$ cat src/rtl/led_output_pkg.sv
// rtl/led_output_pkg.sv - shared defaults and light-code constants for the LED output stage
package led_output_pkg;

  localparam int DEFAULT_N_CH      = 6;
  localparam int DEFAULT_PWM_BITS  = 8;
  localparam int DEFAULT_BLINK_DIV = 16;

  // Per-approach light codes; callers concatenate two of them to form lit.
  localparam logic [2:0] LIT_RED    = 3'b100;
  localparam logic [2:0] LIT_YELLOW = 3'b010;
  localparam logic [2:0] LIT_GREEN  = 3'b001;

endpackage

$ cat src/rtl/pwm_timebase.sv
// rtl/pwm_timebase.sv - free-running PWM counter, period-end tick and blink phase generator
module pwm_timebase
  import led_output_pkg::*;
#(
  parameter int PWM_BITS  = DEFAULT_PWM_BITS,
  parameter int BLINK_DIV = DEFAULT_BLINK_DIV
) (
  input  logic                clk,
  input  logic                n_reset,
  output logic [PWM_BITS-1:0] pwm_cnt,
  output logic                period_tick,
  output logic                blink_phase
);

  localparam int BW = (BLINK_DIV > 1) ? $clog2(BLINK_DIV) : 1;
  localparam logic [BW-1:0] BLINK_LAST = BW'(BLINK_DIV - 1);

  logic [BW-1:0] blink_cnt;

  assign period_tick = &pwm_cnt;

  always_ff @(posedge clk or negedge n_reset) begin
    if (!n_reset) begin
      pwm_cnt     <= '0;
      blink_cnt   <= '0;
      blink_phase <= 1'b1;
    end else begin
      pwm_cnt <= pwm_cnt + 1'b1;
      // Blink timebase advances once per PWM period, aligned with shadow capture.
      if (period_tick) begin
        if (blink_cnt == BLINK_LAST) begin
          blink_cnt   <= '0;
          blink_phase <= ~blink_phase;
        end else begin
          blink_cnt <= blink_cnt + 1'b1;
        end
      end
    end
  end

endmodule

$ cat src/rtl/led_output.sv
// rtl/led_output.sv - period-synchronous shadowed LED driver with global PWM and per-channel blink
module led_output
  import led_output_pkg::*;
#(
  parameter int N_CH      = DEFAULT_N_CH,
  parameter int PWM_BITS  = DEFAULT_PWM_BITS,
  parameter int BLINK_DIV = DEFAULT_BLINK_DIV
) (
  input  logic                clk,
  input  logic                n_reset,
  input  logic [N_CH-1:0]     lit,
  input  logic [N_CH-1:0]     blink_en,
  input  logic [PWM_BITS-1:0] duty,
  output logic [N_CH-1:0]     n_led,
  output logic                period_tick
);

  logic [PWM_BITS-1:0] pwm_cnt;
  logic                blink_phase;
  logic [N_CH-1:0]     lit_q;
  logic [N_CH-1:0]     blink_q;
  logic [PWM_BITS-1:0] duty_q;
  logic                pwm_on;
  logic [N_CH-1:0]     on;

  pwm_timebase #(
    .PWM_BITS  (PWM_BITS),
    .BLINK_DIV (BLINK_DIV)
  ) u_timebase (
    .clk         (clk),
    .n_reset     (n_reset),
    .pwm_cnt     (pwm_cnt),
    .period_tick (period_tick),
    .blink_phase (blink_phase)
  );

  // All-ones duty is a true 100%; a plain compare would drop the last slot.
  always_comb begin
    pwm_on = 1'b0;
    on     = '0;
    if (&duty_q) begin
      pwm_on = 1'b1;
    end else begin
      pwm_on = (pwm_cnt < duty_q);
    end
    on = lit_q & (~blink_q | {N_CH{blink_phase}}) & {N_CH{pwm_on}};
  end

  always_ff @(posedge clk or negedge n_reset) begin
    if (!n_reset) begin
      lit_q   <= '0;
      blink_q <= '0;
      duty_q  <= '0;
      n_led   <= '1;
    end else begin
      if (period_tick) begin
        lit_q   <= lit;
        blink_q <= blink_en;
        duty_q  <= duty;
      end
      n_led <= ~on;
    end
  end

endmodule

$ cat config.mk
export PLATFORM = sky130hd
export DESIGN_NAME = led_output
export DESIGN_NICKNAME = d
export VERILOG_FILES = /design/src/rtl/led_output_pkg.sv /design/src/rtl/pwm_timebase.sv /design/src/rtl/led_output.sv
export SDC_FILE = /design/constraint.sdc
export NUM_CORES = 1
export LEC_CHECK = 0
export CAP_MARGIN = 25
export CORE_AREA = 3 3 84 86
export CTS_CLUSTER_DIAMETER = 40
export DETAILED_ROUTE_END_ITERATION = 6
export DIE_AREA = 0 0 87 89
export DONT_BUFFER_PORTS = 1
export PLACE_DENSITY = 0.49
export SLEW_MARGIN = 10
export SYNTH_ARGS = -nofsm -noshare
export SYNTH_HDL_FRONTEND = slang
export SYNTH_SLANG_ARGS = --single-unit
$ cat constraint.sdc
create_clock -name clk -period 1.5 [get_ports clk]
set_input_delay 0.225 -clock clk [delete_from_list [all_inputs] [get_ports clk]]
set_output_delay 0.225 -clock clk [all_outputs]
set_load 0.005 [all_outputs]
==> flow_metrics.py <==
metrics = {
    "run_status": {
        "status": "finished with violations",
        "failed_checks": "setup timing",
    },
    "clock_network": {
        "clk_path_buf_depth": 2,
        "cts_buffers": 5,
        "h-tree-depth": 2,
        "root_buffer": "clkbuf_8",
        "clock-sinks": 39,
        "cts_tree": "built",
        "clkTransAtPathRegs_ns": 0.07,
        "clk_latency_ns": 0.29,
    },
    "power_and_ir_drop": {
        "power.density_nw_per_um2": 761,
        "ir_drop_mv": 0.469,
        "p_total_mw": 1.76,
        "p_leak_nw": 1.06,
    },
    "die": {
        "row_count": 29,
        "ios": 29,
        "die_h_um": 89,
        "die_x_um": 87,
        "core_um2": 6350,
        "die_area_um2": 7740,
        "initial_utilization_pct": 27.1,
    },
    "finish": {
        "drive_gt1_share_pct": 41.0,
        "antenna_cells": 0,
        "layout-area-overhead-vs-synth_pct": 34.1,
        "fin_nets": 218,
        "layout.core_utilization_pct": 36.3,
        "fillers": 599,
    },
    "timing": {
        "finalMaxSlewViolations": 0,
        "tightest_slew_ns": 0.353,
        "fmax_mhz": 608,
        "setup_viol_count_final": 22,
        "slew_headroom_pct": 76.4,
        "setup_slack_ns": -0.146,
        "clock-skew-final_ns": 0.00459,
        "rsz0062_at_grt": "true",
        "timing.final.crit_share_pct": 110,
        "period_needed_ns": 1.65,
        "hold_viol": 0,
    },
    "yosys": {
        "syn_nets": 180,
        "yosys-top-cells-area": "dfrtp_1 47%, dfstp_2 11%, ha_1 6.5%",
        "syn_area_um2": 1720,
        "seq_area_frac_synth_pct": 57.2,
        "avgSynthCellArea_um2": 11.5,
        "synthCells": 149,
        "ys_ff_latch": 39,
        "yosysTopAreaCellShare_pct": 46.5,
        "synth_top_area_cell": "dfrtp_1",
        "synth_cell_types": 28,
        "yosys_warnings": 0,
    },
    "worst_setup_path": {
        "timing.rr.end": "lit_q[5]",
        "cp_max_fo": 6,
        "reg2reg_from": "u_timebase.pwm_cnt[1]",
        "cp-start-kind": "register",
        "critPathBufInv": 3,
        "critical_path.most_common_cell": "buf_6",
        "r2r_slack_ns": -0.12,
        "crit_slowest_cell": "dfrtp_1",
        "worstPathRequired_ns": 1.27,
        "setup.worst_path.end_class": "output port",
        "path_cells": "buf_6 > ha_4 > nand3_4 > nor3_4 > buf_6 > buf_6",
        "crit_family": "flip-flops",
        "crit_arrival_ns": 1.42,
        "slowest_delay_ns": 0.37,
        "critPathKind": "reg -> out",
        "reg2reg_depth": 7,
    },
    "route": {
        "final_antenna_net_count": 0,
        "drt_iter0_drc": 49,
        "via_per_inst": 4.63,
        "drt-total-wl_um": 4180,
        "via_count": 1227,
        "drc": 0,
        "dr.pass1.iters": 4,
        "post_drt_wl_per_cell_um": 15.8,
    },
    "grt": {
        "antenna_found_initial": 0,
        "grt_overflow": 0,
        "grt_usage_pct": 10.8,
        "grt_start_max_net_pins": 40,
        "grt_pass1_vias": 1276,
        "grt_pass1_wl_um": 6330,
    },
    "worst_hold_path": {
        "holdPathEnd": "blink_q[3]",
        "worstHoldPathType": "in -> reg",
        "hold_start": "blink_en[3]",
        "holdPathStages": 2,
    },
    "place": {
        "hpwl_um": 2880,
        "routabilityCongestion": 0.798,
        "port_buffers": 0,
    },
    "flow_run": {
        "drv_cap": 0,
    },
}
[how the worst max path moves through the flow]
| stage | start | to | slack, ns | cells after the start |
|---|---|---|---|---|
| after floorplan | u_timebase.pwm_cnt[6] | n_led[0] | -0.05 | 5 |
| after global placement | duty_q[1] | n_led[0] | -0.15 | 6 |
| after detailed placement | u_timebase.pwm_cnt[1] | n_led[1] | -0.21 | 5 |
| after CTS | u_timebase.pwm_cnt[1] | period_tick | -0.10 | 6 |
| after global routing | u_timebase.pwm_cnt[1] | period_tick | -0.20 | 6 |
| final | u_timebase.pwm_cnt[1] | period_tick | -0.15 | 6 |
[layout by cell type (no fill, tap or decap)]
cell           count
o2111ai_2          6
o21ai_0           13
buf_6              6
or4_4              1
nand4_1            4
a2111oi_1          1
mux2_4             4
buf_8              1
xnor2_1            4
dfstp_2            7
buf_4             27
xor2_1             4
a21oi_1            1
nand2_1           17
dfrtp_2            1
inv_2              2
a32o_1             1
o21a_1             1
nand3_4            1
dlygate4sd3_1      1
mux2_2             5
clkbuf_8           5
a31o_4             1
clkbuf_1           2
buf_2              1
clkinv_2           1
ha_4               4
nor3_4             1
and3_1             1
nand2_2            1
nand3_1            5
inv_1             12
dfrtp_1           31
nor2_1             6
ha_1               5
buf_12             1
nand2b_1           2
nor3_2             1
[where the power goes]
group	internal (mW)	switching, mW	total, mW
clock	0.326	0.348	0.675
sequential	1.05	0	1.05
combinational	0.00783	0.0212	0.0290
total	1.39	0.370	1.76
[registers in the layout, summed over array words and instances, names as in the netlist]
register,count
lit_q,6
blink_q,6
u_timebase.blink_cnt,4
n_led,6
duty_q,8
u_timebase.pwm_cnt,8
u_timebase.blink_phase,1
[synth_stat cells]
cell and count:
o2111ai_1 6, nand3_1 5, and3_1 1, o21ai_0 13, dfstp_2 7, dfrtp_1 32, buf_6 2, a2111oi_0 1
xor2_1 4, mux2_2 9, nor2_1 6, a21oi_1 1, buf_2 2, nor3_1 1, a32o_1 1, buf_1 1
nand4_1 4, nand2b_1 2, inv_1 14, nand3_2 1, ha_1 9, or4_1 1, o21a_1 1, nand2_1 18
nor3_4 1, xnor2_1 4, buf_4 1, a31o_2 1
[metrics by stage]
step,setup WS (ns),hold WS [ns],instance area [um2],cells,setup TNS [ns]
6_report,-0.146,0.0556,2310,265,-1.39
4_1_cts,-0.101,0.0492,2220,259,-0.605
2_1_floorplan,-0.0540,-0.0706,1750,149,-0.324
3_3_place_gp,-0.154,-0.0695,1950,240,-2.28
5_1_grt,-0.202,0.0570,2310,265,-2.86
3_5_place_dp,-0.214,-0.0699,1950,240,-3.03
[logic make-up (layout without fill, tap and decap cells)]
group                      Yosys count  in the layout  synth area share, %
xor gates and xnor gates             8              8                 4.07
AOI/OAI and AO/OA                   24             24                 9.16
and+or+nand+nor                     40             40                 11.5
muxes                                9              9                 5.89
buffers and inverters               20             59                 5.60
adders and majority gates            9              9                 6.55
DFF                                 39             39                 57.2
[timing repair]
item	4_1_cts	5_1_grt
pin swaps	7	3
endpoints found under the setup margin	30	27
gates resized for setup	18	13
gates cloned	1	1
hold buffers	2	0
endpoints found under the hold margin	39	0
buffers inserted	9	5
[worst reg2reg max path, stage by stage, from the launching register on]
cell     delay (ns)
dfrtp_1        0.37
buf_6          0.12
ha_4           0.15
nand3_4        0.08
nor3_4         0.17
buf_4          0.16
buf_6          0.13
mux2_2         0.33
[metal layers]
layer | track usage (%) | part of all wire [%] | up-vias
li1 | - | - | 586
met5 | 0 | 0 | -
met3 | 3.32 | 4.0 | 7
met2 | 16.9 | 49 | 22
met4 | 4.25 | 1.4 | 0
met1 | 14.1 | 45 | 612
[layout make-up]
| type | instances | area (um2) | share of cell area (%) |
|---|---|---|---|
| Sequential cell | 39 | 986 | 42.7 |
| Tap cell | 77 | 96.3 | 4.18 |
| Multi-Input combinational cell | 90 | 771 | 33.4 |
| Clock buffer | 7 | 76.3 | 3.31 |
| Clock inverter | 1 | 5.00 | 0.217 |
| Inverter | 14 | 52.6 | 2.28 |
| Timing Repair Buffer | 37 | 320 | 13.9 |
Power figures use the tool's default switching activity.
